`src/rtl/mod_exp_ctrl.sv`:
```
// mod_exp_ctrl
//   Sequencer for one external Montgomery multiplier (64-bit operands, GO /
//   is_ready handshake). Computes result = x_in ^ e_in mod m_in with
//   left-to-right square-and-multiply:
//     XB  = MM(X, R2)            base into Montgomery domain
//     ACC = MM(1, R2) = R mod M  Montgomery "one"
//     for each exponent bit, MSB first: ACC = MM(ACC, ACC);
//                                       if bit set: ACC = MM(ACC, XB)
//     result = MM(ACC, 1)        back out of Montgomery domain
//   Every multiplier op is followed by exactly one cycle with mm_go low so
//   the multiplier clears before the next op.
//
// Optional feature (macro MOD_EXP_SKIP_LEADING_ZEROS_EN):
//   when defined, the bit index starts at the highest set bit of E instead
//   of EXP_W-1, and E = 0 skips the squaring loop entirely. When undefined,
//   all EXP_W bits are always processed (constant time w.r.t. the exponent
//   length).
//
// Ports:
//   pclk, reset   clock, synchronous active-high reset
//   start         one-cycle request, operands sampled when idle
//   x_in, e_in    base (< M) and exponent (EXP_W bits)
//   m_in, r2_in   odd modulus > 1 and R^2 mod M (R = 2^64)
//   busy, done    busy from the cycle after accept until done; done pulse
//   result        X^E mod M, held until overwritten by the next operation
//   mm_go/mm_a/mm_b/mm_m  multiplier request, operands and latched modulus
//   mm_p, mm_ready        multiplier product (bits 65:64 unused) and ready

module mod_exp_ctrl #(
  parameter int EXP_W = 64
) (
  input  logic             pclk,
  input  logic             reset,
  input  logic             start,
  input  logic [63:0]      x_in,
  input  logic [EXP_W-1:0] e_in,
  input  logic [63:0]      m_in,
  input  logic [63:0]      r2_in,
  output logic             busy,
  output logic             done,
  output logic [63:0]      result,
  output logic             mm_go,
  output logic [63:0]      mm_a,
  output logic [63:0]      mm_b,
  output logic [63:0]      mm_m,
  input  logic [65:0]      mm_p,
  input  logic             mm_ready
);

  localparam int IDX_W = (EXP_W > 1) ? $clog2(EXP_W) : 1;
  localparam logic [IDX_W-1:0] IDX_TOP = IDX_W'(EXP_W - 1);

  typedef enum logic [2:0] {
    S_IDLE, S_PRE_X, S_PRE_A, S_SQR, S_MUL, S_POST, S_GAP, S_DONE
  } state_t;

  state_t           r_state, w_state_next;
  state_t           r_ret, w_ret_next;        // state to enter after GAP
  logic [63:0]      r_x, w_x_next;
  logic [63:0]      r_r2, w_r2_next;
  logic [EXP_W-1:0] r_e, w_e_next;
  logic [63:0]      r_m, w_m_next;
  logic [63:0]      r_xb, w_xb_next;
  logic [63:0]      r_acc, w_acc_next;
  logic [63:0]      r_result, w_result_next;
  logic [IDX_W-1:0] r_idx, w_idx_next;

  // The multiplier's two extra product bits are intentionally ignored.
  logic w_unused_p;
  assign w_unused_p = ^mm_p[65:64];

`ifdef MOD_EXP_SKIP_LEADING_ZEROS_EN
  // Priority search for the highest set exponent bit; it settles while the
  // PRE_X/PRE_A ops run, so loading it at PRE_A completion costs no cycles.
  logic [IDX_W-1:0] w_msb;
  always_comb begin
    w_msb = '0;
    for (int i = 0; i < EXP_W; i++) begin
      if (r_e[i]) w_msb = IDX_W'(i);
    end
  end
`endif

  always_ff @(posedge pclk) begin
    if (reset) begin
      r_state  <= S_IDLE;
      r_ret    <= S_IDLE;
      r_x      <= '0;
      r_r2     <= '0;
      r_e      <= '0;
      r_m      <= '0;
      r_xb     <= '0;
      r_acc    <= '0;
      r_result <= '0;
      r_idx    <= '0;
    end else begin
      r_state  <= w_state_next;
      r_ret    <= w_ret_next;
      r_x      <= w_x_next;
      r_r2     <= w_r2_next;
      r_e      <= w_e_next;
      r_m      <= w_m_next;
      r_xb     <= w_xb_next;
      r_acc    <= w_acc_next;
      r_result <= w_result_next;
      r_idx    <= w_idx_next;
    end
  end

  always_comb begin
    w_state_next  = r_state;
    w_ret_next    = r_ret;
    w_x_next      = r_x;
    w_r2_next     = r_r2;
    w_e_next      = r_e;
    w_m_next      = r_m;
    w_xb_next     = r_xb;
    w_acc_next    = r_acc;
    w_result_next = r_result;
    w_idx_next    = r_idx;
    busy          = 1'b0;
    done          = 1'b0;
    mm_go         = 1'b0;
    mm_a          = '0;
    mm_b          = '0;

    case (r_state)
      S_IDLE: begin
        if (start) begin
          w_x_next     = x_in;
          w_e_next     = e_in;
          w_m_next     = m_in;
          w_r2_next    = r2_in;
          w_idx_next   = IDX_TOP;
          w_state_next = S_PRE_X;
        end
      end

      S_PRE_X: begin
        busy  = 1'b1;
        mm_go = 1'b1;
        mm_a  = r_x;
        mm_b  = r_r2;
        if (mm_ready) begin
          w_xb_next    = mm_p[63:0];
          w_ret_next   = S_PRE_A;
          w_state_next = S_GAP;
        end
      end

      S_PRE_A: begin
        busy  = 1'b1;
        mm_go = 1'b1;
        mm_a  = 64'd1;
        mm_b  = r_r2;
        if (mm_ready) begin
          w_acc_next   = mm_p[63:0];
          w_state_next = S_GAP;
`ifdef MOD_EXP_SKIP_LEADING_ZEROS_EN
          if (r_e == '0) begin
            w_ret_next = S_POST;
          end else begin
            w_idx_next = w_msb;
            w_ret_next = S_SQR;
          end
`else
          w_ret_next = S_SQR;
`endif
        end
      end

      S_SQR: begin
        busy  = 1'b1;
        mm_go = 1'b1;
        mm_a  = r_acc;
        mm_b  = r_acc;
        if (mm_ready) begin
          w_acc_next   = mm_p[63:0];
          w_state_next = S_GAP;
          // The index only moves on once the current bit is fully handled,
          // so a set bit keeps it for the following MUL.
          if (r_e[r_idx]) begin
            w_ret_next = S_MUL;
          end else if (r_idx == '0) begin
            w_ret_next = S_POST;
          end else begin
            w_idx_next = r_idx - IDX_W'(1);
            w_ret_next = S_SQR;
          end
        end
      end

      S_MUL: begin
        busy  = 1'b1;
        mm_go = 1'b1;
        mm_a  = r_acc;
        mm_b  = r_xb;
        if (mm_ready) begin
          w_acc_next   = mm_p[63:0];
          w_state_next = S_GAP;
          if (r_idx == '0) begin
            w_ret_next = S_POST;
          end else begin
            w_idx_next = r_idx - IDX_W'(1);
            w_ret_next = S_SQR;
          end
        end
      end

      S_POST: begin
        busy  = 1'b1;
        mm_go = 1'b1;
        mm_a  = r_acc;
        mm_b  = 64'd1;
        if (mm_ready) begin
          w_result_next = mm_p[63:0];
          w_ret_next    = S_DONE;
          w_state_next  = S_GAP;
        end
      end

      S_GAP: begin
        // mm_go low for this single cycle clears the multiplier.
        busy         = 1'b1;
        w_state_next = r_ret;
      end

      S_DONE: begin
        done         = 1'b1;
        w_state_next = S_IDLE;
      end

      default: w_state_next = S_IDLE;
    endcase
  end

  assign result = r_result;
  assign mm_m   = r_m;

endmodule

```
`config.mk`:
```
export PLATFORM = sky130hd
export DESIGN_NAME = mod_exp_ctrl
export DESIGN_NICKNAME = d
export VERILOG_FILES = /design/src/rtl/mod_exp_ctrl.sv
export SDC_FILE = /design/constraint.sdc
export NUM_CORES = 1
export LEC_CHECK = 0
export ABC_AREA = 1
export CAP_MARGIN = 20
export CORE_UTILIZATION = 24
export DETAILED_ROUTE_END_ITERATION = 8
export SYNTH_ARGS = -nofsm -noshare
export SYNTH_HDL_FRONTEND = slang
export SYNTH_SLANG_ARGS = --single-unit
```
`constraint.sdc`:
```
create_clock -name pclk -period 4.1 [get_ports pclk]
set_input_delay 0.41 -clock pclk [delete_from_list [all_inputs] [get_ports pclk]]
set_output_delay 0.41 -clock pclk [all_outputs]
set_load 0.01 [all_outputs]
```
==> impl_summary.txt, run 1 <==
----------------------------------------------------
[GRT]
  Gr usage total ... 18.7%
  Number of global-route vias before repair ... 18600
  Wire length of the first global-routing pass ... 117000 µm
  Largest net degree at the start of global routing ... 175
  Number of antenna violations at the first check in global routing ... 20
  Total gr overflow ... 0

[Status]
  Status ... complete, no violations

[Setup path]
  Reg2Reg Depth ... 8
  Delay-heaviest family, CP ... buffers and inverters
  Largest stage delay on the critical path ... 0.57 ns
  Source of the worst register-to-register timing path ... r_state[1]
  Worst setup path category ... reg -> out
  Cell with the largest stage delay on the worst path ... sky130_fd_sc_hd__clkdlybuf4s50_1
  Crit path cell chain ... inv_2 > nor3_1 > inv_1 > nand2_4 > buf_12 > a22oi_1 > a21oi_1 > clkdlybuf4s50_1
  Critical Path RT ... 3.69 ns
  Arrival @ worst endpoint ... 3.46 ns
  Critical path capture point type ... primary output
  Worst R2R Setup Slack ... 1.22 ns
  Count of buffering cells on the critical path with inverters included ... 4
  Highest net fanout along the worst path ... 34
  Setup crit start kind ... flop
  Endpoint of the worst-slack reg-to-reg timing path ... r_acc[35]

[Synth]
  Top cell type's share of synthesized area ... 48.5%
  Yosys warns ... 0
  Post-Syn Instances ... 2638
  Average cell area after synthesis ... 7.20 µm²
  Proportion of synthesized chip area in sequential cells ... 48.5%
  Flops & latches, synth ... 460
  Largest cells by area after synthesis ... sky130_fd_sc_hd__dfxtp_1 49%, sky130_fd_sc_hd__o21ai_0 13%, sky130_fd_sc_hd__a21oi_1 9.3%, sky130_fd_sc_hd__nand2_1 6.4%, sky130_fd_sc_hd__inv_1 5.4%
  Post-synth top area cell ... sky130_fd_sc_hd__dfxtp_1
  Number of different library cells in the post-synthesis netlist ... 28
  Post-synthesis net count ... 2968
  Post-synthesis instance area ... 0.0190 mm²

[Place]
  Instance area at placement ... 0.0258 mm²
  Placer's final routability congestion estimate ... 0.832
  Post-Place Setup Slack ... 0.689 ns
  IO Port Bufs ... 582
  Post-detailed-placement half-perimeter wirelength ... 51200 µm

[Worst hold path]
  Sink of the worst hold path ... result[35]
  WHS Path Cells ... 2
  Hold Path Class ... in -> reg
  Startpoint of the worst hold path ... reset

[Clock network]
  CTS H-tree lvls ... 2
  Post-cts hold buffer count ... 0
  Clock Latency Late Sink ... 0.60 ns
  # clock sinks ... 460
  Maximum root-to-sink buffer count ... 3
  Num CTS Buffers ... 56
  CTS Root Cell ... sky130_fd_sc_hd__clkbuf_16
  Clock tree from TritonCTS ... yes
  Clock-pin slew reported for the worst setup and hold paths after clock tree synthesis ... 0.06 ns

[Routing]
  Count of TritonRoute iterations in the first routing pass ... 8
  Average via count per standard cell ... 4.62
  DRC marker count from the first detailed-route iteration ... 1427
  Number of remaining DRC errors ... 0
  Vias post-DR ... 19400
  Number of nets with antenna violations after routing ... 0
  Average wire per cell in the routed design ... 18.5 µm
  Post-Route WL ... 77500 µm

[Finish]
  Most common library cell in the layout ignoring fill and taps ... sky130_fd_sc_hd__clkdlybuf4s50_1
  Most used cells in the layout excluding fill and tap cells ... 580 x sky130_fd_sc_hd__clkdlybuf4s50_1, 506 x sky130_fd_sc_hd__o21ai_0, 460 x sky130_fd_sc_hd__dfxtp_1, 352 x sky130_fd_sc_hd__a21oi_1, 320 x sky130_fd_sc_hd__nand2_1
  Share of layout cells above drive strength 1 ... 4.86%
  Layout Nets ... 3434
  Post-route core utilization ... 35.6%
  Synth-to-layout area growth ... 45.9%
  Final instance area ... 0.0277 mm²

[Die]
  Chip Height ... 283 µm
  Site row count ... 102
  Area of the placeable core ... 0.0778 mm²
  Chip width ... 283 µm
  Total Die Area ... 0.0802 mm²
  Initial standard-cell utilization of the core ... 24.4%
  I/O pins ... 585

[STA]
  # setup viols final ... 0
  Max Fclk ... 259 MHz
  Final period util ... 94.3%
  Final period demand of the worst path ... 3.87 ns
  Worst hold slack ... 0.261 ns
  RSZ-0062 raised after global routing ... false
  Worst slew margin ... 34.4%
  Final-layout setup total negative slack ... 0 ns
  Minimum setup slack in the final design ... 0.235 ns
  Max-slew violation count ... 0
  Post-route clock skew ... 0.0122 ns
  Count of final hold-check violations ... 0
  Pin slew with the least headroom to its limit ... 0.984 ns

[Job]
  Count of maximum capacitance violations ... 0

[Pwr]
  Pwr dens ... 653 mW/mm²
  Lkg Pwr ... 0.00997 µW
  Largest voltage drop on the vdd net ... 0.363 mV

----------------------------------------------------
repair_timing:
action                     CTS  global route
resized for setup            0             1
setup buffers                0             0
setup endpoints to repair    0            22
state kept, by name, indices dropped and copies added (netlist names):
signal and cells:
mm_m 64, r_acc 64, r_e 64, r_r2 64, r_x 64, r_xb 64
result 64, r_idx 6, r_ret 3, r_state 3
cells in the mapped netlist:
cell type,number
sky130_fd_sc_hd__a2111oi_0,1
sky130_fd_sc_hd__a211oi_1,3
sky130_fd_sc_hd__a21oi_1,352
sky130_fd_sc_hd__a21oi_4,1
sky130_fd_sc_hd__a221oi_1,2
sky130_fd_sc_hd__a22oi_1,21
sky130_fd_sc_hd__a31oi_1,51
sky130_fd_sc_hd__buf_1,8
sky130_fd_sc_hd__buf_2,18
sky130_fd_sc_hd__buf_4,3
sky130_fd_sc_hd__clkbuf_1,184
sky130_fd_sc_hd__clkinv_1,2
sky130_fd_sc_hd__dfxtp_1,460
sky130_fd_sc_hd__ha_1,4
sky130_fd_sc_hd__inv_1,275
sky130_fd_sc_hd__inv_2,8
sky130_fd_sc_hd__nand2_1,322
sky130_fd_sc_hd__nand3_1,120
sky130_fd_sc_hd__nand4_1,7
sky130_fd_sc_hd__nor2_1,275
sky130_fd_sc_hd__nor2_2,2
sky130_fd_sc_hd__nor3_1,3
sky130_fd_sc_hd__nor3_2,1
sky130_fd_sc_hd__nor4_1,1
sky130_fd_sc_hd__o211ai_1,1
sky130_fd_sc_hd__o21ai_0,506
sky130_fd_sc_hd__o22ai_1,6
sky130_fd_sc_hd__xnor2_1,1
through the flow:
| step | total power, µW | instances |
|---|---|---|
| after global routing | 19200 | 4198 |
| after global placement | 13000 | 4086 |
| after detailed placement | 13100 | 4086 |
| after floorplan | 9950 | 2638 |
| after CTS | 18300 | 4189 |
| final | 18100 | 4202 |
worst max path at each step:
stage / startpoint / cells after the start / end / slack [ns]
CTS: r_state[1] / 8 / mm_b[47] / 0.01
global placement: r_state[1] / 8 / mm_b[47] / 0.71
floorplan: r_state[1] / 6 / mm_b[44] / 1.97
finish: r_state[1] / 8 / mm_b[25] / 0.23
detailed placement: r_state[1] / 8 / mm_b[47] / 0.69
global route: r_state[1] / 8 / mm_b[25] / 0.07
logic make-up (layout without fill, tap and decap cells):
logic type / Yosys count / after routing / share of synthesized area [%]
simple gates: 731 / 731 / 15.4
buf+inv: 498 / 1009 / 10.0
compound gates: 944 / 944 / 25.7
xor+xnor: 1 / 1 / 0.0462
fa+ha+maj: 4 / 4 / 0.264
flops: 460 / 460 / 48.5
other cells: 0 / 13 / 0
per-layer routing:
metal | GRT usage (%) | vias to the layer above | part of all wire [%]
met5 | 0 | - | 0.080
met4 | 6.55 | 10 | 2.8
met3 | 4.26 | 125 | 6.7
met2 | 31.2 | 588 | 47
met1 | 23.5 | 9085 | 43
li1 | - | 9626 | -
report_power, final:
part           switching (µW)  internal, µW  leakage [µW]  total [µW]
Sequential                734          5730       0.00377        6470
Clock                    2020          3060      0.000929        5080
Combinational            4090          2430       0.00527        6530
Total                    6850         11200       0.00997       18100
layout make-up:
type | count | area [µm²]
fillers | 8261 | 50200
flip-flops and latches | 460 | 9210
multi-input cells | 1680 | 7930
repair buffers | 621 | 6250
clock buffers | 84 | 1680
well taps | 1040 | 1300
inverters | 285 | 1080
clock inverters | 19 | 206
diodes | 13 | 32.5
(Power assumes the default switching activity.)
==> inputs of run 2 (changes only) <==
--- a/config.mk
+++ b/config.mk
@@ -7,8 +7,11 @@
 export LEC_CHECK = 0
 export ABC_AREA = 1
 export CAP_MARGIN = 20
+export CORE_ASPECT_RATIO = 1.1
 export CORE_UTILIZATION = 24
 export DETAILED_ROUTE_END_ITERATION = 8
+export REMOVE_ABC_BUFFERS = 1
+export SETUP_SLACK_MARGIN = 0.1
 export SYNTH_ARGS = -nofsm -noshare
 export SYNTH_HDL_FRONTEND = slang
 export SYNTH_SLANG_ARGS = --single-unit
==> run 2 against run 1 <==
Clock skew increased by 0.0096 ns. Cell area decreased by 0.86%. Largest cell class unchanged. Global-route usage decreased by 0.80 points. Core utilization decreased by 0.34 points. First-iteration DRC count decreased by 14%. Die area about the same. Largest power group unchanged. Sequential share of layout area increased by 0.29 points. Sequential cell count unchanged. Maximum frequency increased by 2.6%.
==> impl_summary.txt, run 2 (synthesis results as in run 1) <==
----------------------------------------------------
[STA]
  Max-slew violation count ... 0
  Final period demand of the worst path ... 3.77 ns
  Minimum setup slack in the final design ... 0.332 ns
  Final period util ... 91.9%
  Final-layout setup total negative slack ... 0 ns
  Count of final hold-check violations ... 0
  Pin slew with the least headroom to its limit ... 1.13 ns
  Post-route clock skew ... 0.0218 ns
  Worst slew margin ... 24.5%
  Max Fclk ... 265 MHz
  RSZ-0062 raised after global routing ... false
  # setup viols final ... 0

[Setup path]
  Critical Path RT ... 3.69 ns
  Setup crit start kind ... flop
  Worst setup path category ... reg -> out
  Highest net fanout along the worst path ... 43
  Arrival @ worst endpoint ... 3.36 ns
  Critical path capture point type ... primary output

[Job]
  Count of maximum capacitance violations ... 0

[Pwr]
  Switching portion of total power ... 38.4%
  Cell-internal power ... 10900 µW
  P_sw ... 6760 µW
  Power share of the combinational group ... 37.1%
  Pwr dens ... 642 mW/mm²
  Largest voltage drop on the vdd net ... 0.581 mV
  Clock share of power ... 26.7%
  Sequential group share of total power ... 36.2%
  Lkg Pwr ... 0.00984 µW

[Finish]
  Most used cells in the layout excluding fill and tap cells ... 580 x sky130_fd_sc_hd__clkdlybuf4s50_1, 506 x sky130_fd_sc_hd__o21ai_0, 460 x sky130_fd_sc_hd__dfxtp_1, 352 x sky130_fd_sc_hd__a21oi_1, 320 x sky130_fd_sc_hd__nand2_1
  Share of layout cells above drive strength 1 ... 4.46%
  Synth-to-layout area growth ... 44.6%
  Post-route core utilization ... 35.2%
  Layout Nets ... 3426
  Most common library cell in the layout ignoring fill and taps ... sky130_fd_sc_hd__clkdlybuf4s50_1

[Worst hold path]
  Hold Path Class ... in -> reg

[Die]
  Chip width ... 270 µm
  Site row count ... 107
  Total Die Area ... 0.0802 mm²
  Area of the placeable core ... 0.0779 mm²
  I/O pins ... 585
  Chip Height ... 297 µm
  Initial standard-cell utilization of the core ... 24.4%

[Clock network]
  Maximum root-to-sink buffer count ... 3
  Clock tree from TritonCTS ... yes
  Post-cts hold buffer count ... 0
  Clock-pin slew reported for the worst setup and hold paths after clock tree synthesis ... 0.06 ns
  Clock Latency Late Sink ... 0.59 ns
  Num CTS Buffers ... 52
  CTS H-tree lvls ... 2
  # clock sinks ... 460
  CTS Root Cell ... sky130_fd_sc_hd__clkbuf_16

[Routing]
  Count of TritonRoute iterations in the first routing pass ... 5
  Vias post-DR ... 19400
  DRC marker count from the first detailed-route iteration ... 1230
  Routed wl met2 ... 36700 µm
  Average wire per cell in the routed design ... 18.0 µm
  Post-Route WL ... 75500 µm
  Uppermost routed layer ... met4
  Metal3 WL ... 4910 µm
  Average via count per standard cell ... 4.63
  Number of remaining DRC errors ... 0
  Number of nets with antenna violations after routing ... 0
  Sum of routed wire segments on met1 ... 31800 µm

[GRT]
  Number of global-route vias before repair ... 18200
  Gr usage total ... 17.9%
  Largest net degree at the start of global routing ... 268
  Number of antenna violations at the first check in global routing ... 13
  Wire length of the first global-routing pass ... 112000 µm
  Total gr overflow ... 0

[Status]
  Status ... complete, no violations

[Place]
  IO Port Bufs ... 582
  Placer's final routability congestion estimate ... 0.811
  Post-Place Setup Slack ... 0.565 ns
  Post-detailed-placement half-perimeter wirelength ... 48400 µm

----------------------------------------------------
==> run 2: area by class of cell <==
| cell class | count | area (µm²) |
|---|---|---|
| diodes | 12 | 30.0 |
| well taps | 1035 | 1290 |
| fillers | 8250 | 50500 |
| repair buffers | 617 | 6190 |
| inverters | 285 | 1080 |
| multi-input cells | 1680 | 7930 |
| clock inverters | 14 | 116 |
| clock buffers | 81 | 1590 |
| flip-flops and latches | 460 | 9210 |
==> run 2: path summary, 6_finish.rpt <==
| kind | start | to | slack, ns | cells past startpoint |
|---|---|---|---|---|
| min | reset | result[11] | 0.20 | 2 |
| max | r_state[1] | mm_b[10] | 0.33 | 9 |
| min reg2reg | r_e[51] | r_e[51] | 0.44 | 2 |
| max reg2reg | r_state[1] | r_acc[62] | 1.20 | 8 |
==> run 2: repair_timing <==
action,CTS,global route
endpoints found under the setup margin,43,35
gates resized for setup,2,2
pin swaps,0,0
buffers inserted,0,0
==> run 2: power by group through the flow <==
stage / registers (µW) / logic [µW] / clock network, µW
after floorplan: 5950 / 2540 / 0
after global placement: 6440 / 6490 / 0
after detailed placement: 6460 / 6550 / 0
after CTS: 6370 / 6590 / 4840
after global routing: 6530 / 7190 / 5020
final: 6380 / 6530 / 4700
==> run 2: worst max-delay path: stages, from the launching register on <==
cell and delay (ns):
sky130_fd_sc_hd__dfxtp_1 0.50, sky130_fd_sc_hd__inv_2 0.13, sky130_fd_sc_hd__ha_2 0.21, sky130_fd_sc_hd__nor2_1 0.09
sky130_fd_sc_hd__buf_4 0.19, sky130_fd_sc_hd__nand3_1 0.15, sky130_fd_sc_hd__inv_4 0.35, sky130_fd_sc_hd__buf_6 0.43
sky130_fd_sc_hd__a31oi_1 0.08, sky130_fd_sc_hd__clkdlybuf4s50_1 0.57
==> run 2: per-stage QoR <==
stage          hold WS, ns  area (µm²)  total power [µW]  instances
2_1_floorplan        0.425       18100              8490       2425
3_3_place_gp         0.430       25700             12900       4077
3_5_place_dp         0.435       25700             13000       4077
4_1_cts              0.158       27400             17800       4172
5_1_grt              0.178       27400             18700       4184
6_report             0.200       27400             17600       4184
==> run 2: per-layer routing <==
metal,track usage [%],up-vias
met1,22.1,9044
li1,-,9622
met4,6.83,0
met3,3.58,116
met5,0,-
met2,30.5,581
==> inputs of run 3 (changes only) <==
--- a/config.mk
+++ b/config.mk
@@ -7,9 +7,10 @@
 export LEC_CHECK = 0
 export ABC_AREA = 1
 export CAP_MARGIN = 20
-export CORE_ASPECT_RATIO = 1.1
-export CORE_UTILIZATION = 24
+export CORE_AREA = 2 2 227 229
 export DETAILED_ROUTE_END_ITERATION = 8
+export DIE_AREA = 0 0 229 231
+export PLACE_DENSITY = 0.67
 export REMOVE_ABC_BUFFERS = 1
 export SETUP_SLACK_MARGIN = 0.1
 export SYNTH_ARGS = -nofsm -noshare
==> run 3 against run 2 <==
Register-to-register slack better by 0.02 ns. First-iteration DRC count up 22%. Global-route usage up 7.9 points. Power down 1.5%. Worst hold slack better by 0.071 ns. Cell area down 2.1%. Combinational power down 0.8%. Largest cell class unchanged.
==> impl_summary.txt, run 3 (synthesis results as in run 1) <==
----------------------------------------------------
[Setup path]
  Critical Path RT ... 3.69 ns
  Critical path capture point type ... primary output
  Cell with the largest stage delay on the worst path ... sky130_fd_sc_hd__clkdlybuf4s50_1
  Largest stage delay on the critical path ... 0.62 ns
  Delay-heaviest family, CP ... buffers and inverters
  Arrival @ worst endpoint ... 3.37 ns
  Worst setup path category ... reg -> out
  Setup crit start kind ... flop
  Highest net fanout along the worst path ... 34
  Count of buffering cells on the critical path with inverters included ... 4
  Crit path cell chain ... inv_2 > nor3_1 > inv_1 > nand2_4 > buf_4 > a22oi_1 > a21oi_1 > clkdlybuf4s50_1

[Pwr]
  Clock share of power ... 25.6%
  Sequential group share of total power ... 37.1%
  Power share of the combinational group ... 37.4%
  Largest voltage drop on the vdd net ... 0.435 mV
  P_sw ... 6640 µW
  Total power consumption of the routed design ... 17400 µW
  Lkg Pwr ... 0.00982 µW
  Switching portion of total power ... 38.2%
  Cell-internal power ... 10700 µW
  Pwr dens ... 646 mW/mm²

[Status]
  Status ... complete, no violations

[Finish]
  Final std cells w/o fill ... 3818
  Share of layout cells above drive strength 1 ... 4.43%
  Synth-to-layout area growth ... 41.6%
  Most common library cell in the layout ignoring fill and taps ... sky130_fd_sc_hd__clkdlybuf4s50_1
  Layout Nets ... 3433
  Most used cells in the layout excluding fill and tap cells ... 580 x sky130_fd_sc_hd__clkdlybuf4s50_1, 506 x sky130_fd_sc_hd__o21ai_0, 460 x sky130_fd_sc_hd__dfxtp_1, 352 x sky130_fd_sc_hd__a21oi_1, 320 x sky130_fd_sc_hd__nand2_1

[Clock network]
  # clock sinks ... 460
  Clock tree from TritonCTS ... yes
  Num CTS Buffers ... 51
  Maximum root-to-sink buffer count ... 3
  CTS H-tree lvls ... 2
  CTS Root Cell ... sky130_fd_sc_hd__clkbuf_16
  Total of cells resized after clock tree synthesis ... 0
  Post-cts hold buffer count ... 0
  Buffers inserted by post-CTS timing repair ... 0
  Clock Latency Late Sink ... 0.59 ns
  Clock-pin slew reported for the worst setup and hold paths after clock tree synthesis ... 0.06 ns

[GRT]
  Total gr overflow ... 0
  Number of antenna violations at the first check in global routing ... 4
  Gr usage total ... 25.8%
  Wire length of the first global-routing pass ... 109000 µm
  Largest net degree at the start of global routing ... 190
  Number of global-route vias before repair ... 19200

[STA]
  RSZ-0062 raised after global routing ... false
  Count of final hold-check violations ... 0
  Worst slew margin ... 33.4%
  Final period util ... 92.2%
  # setup viols final ... 0
  Post-route clock skew ... 0.0231 ns
  Final period demand of the worst path ... 3.78 ns
  Max Fclk ... 264 MHz
  Max-slew violation count ... 0
  Pin slew with the least headroom to its limit ... 0.999 ns

[Job]
  Count of maximum capacitance violations ... 0

[Routing]
  Count of TritonRoute iterations in the first routing pass ... 7
  Vias post-DR ... 19900
  Average wire per cell in the routed design ... 18.6 µm
  Number of nets with antenna violations after routing ... 0
  Post-Route WL ... 71100 µm
  DRC marker count from the first detailed-route iteration ... 1505
  Average via count per standard cell ... 5.21
  Number of remaining DRC errors ... 0

[Die]
  Site row count ... 83
  Chip width ... 229 µm
  Area of the placeable core ... 0.0507 mm²
  Initial standard-cell utilization of the core ... 37.5%
  Chip Height ... 231 µm
  I/O pins ... 585
  Total Die Area ... 0.0529 mm²

[Place]
  Cell count after placement ... 3730
  IO Port Bufs ... 582
  Placer's final routability congestion estimate ... 0.896
  Post-detailed-placement half-perimeter wirelength ... 46100 µm

[Worst hold path]
  Hold Path Class ... in -> reg

----------------------------------------------------
==> run 3: cell types whose count changed in the layout (fill, tap and decap cells not counted), moves of 2 or more <==
| cell | delta |
|---|---|
| sky130_fd_sc_hd__diode_2 | -10 |
| sky130_fd_sc_hd__buf_4 | +9 |
| sky130_fd_sc_hd__clkbuf_8 | -7 |
| sky130_fd_sc_hd__inv_2 | +3 |
| sky130_fd_sc_hd__clkbuf_16 | -2 |
| sky130_fd_sc_hd__inv_4 | -2 |
==> run 3: per-layer routing <==
metal	GRT usage, %	share of wire [%]
met3	5.26	6.8
met4	10.9	3.9
met5	0	0.058
met2	43.8	48
met1	31.7	41
==> run 3: layout make-up <==
type | instances | area [µm²]
well taps | 680 | 851
clock inverters | 14 | 135
diodes | 2 | 5.00
flip-flops and latches | 460 | 9210
clock buffers | 72 | 1450
inverters | 285 | 1080
fillers | 4834 | 23800
repair buffers | 625 | 6230
multi-input cells | 1680 | 7930
==> run 3: final timing paths <==
path | from | slack [ns] | depth (start not counted) | end
hold / removal | reset | 0.27 | 2 | result[27]
hold reg to reg | mm_m[54] | 0.44 | 2 | mm_m[54]
setup reg to reg | r_state[2] | 1.22 | 10 | r_acc[58]
setup / recovery | r_state[1] | 0.32 | 8 | mm_b[38]
==> run 3: metrics by stage <==
step	setup TNS, ns	util, %	hold WS, ns	area [µm²]	setup slack (ns)
after floorplan	-1917.42	-	0.425	18100	-6.13
after global placement	0	49.9	0.431	25300	0.986
after detailed placement	0	49.9	0.434	25300	0.939
after CTS	0	53.0	0.249	26900	0.282
after global routing	0	53.0	0.259	26900	0.131
final	0	53.0	0.271	26900	0.319
==> run 3: power by group through the flow <==
| stage | registers (µW) | clock network [µW] | logic, µW |
|---|---|---|---|
| after floorplan | 5950 | 0 | 2540 |
| after global placement | 6430 | 0 | 6320 |
| after detailed placement | 6490 | 0 | 6430 |
| after CTS | 6410 | 4540 | 6460 |
| after global routing | 6560 | 4700 | 7120 |
| final | 6430 | 4440 | 6480 |
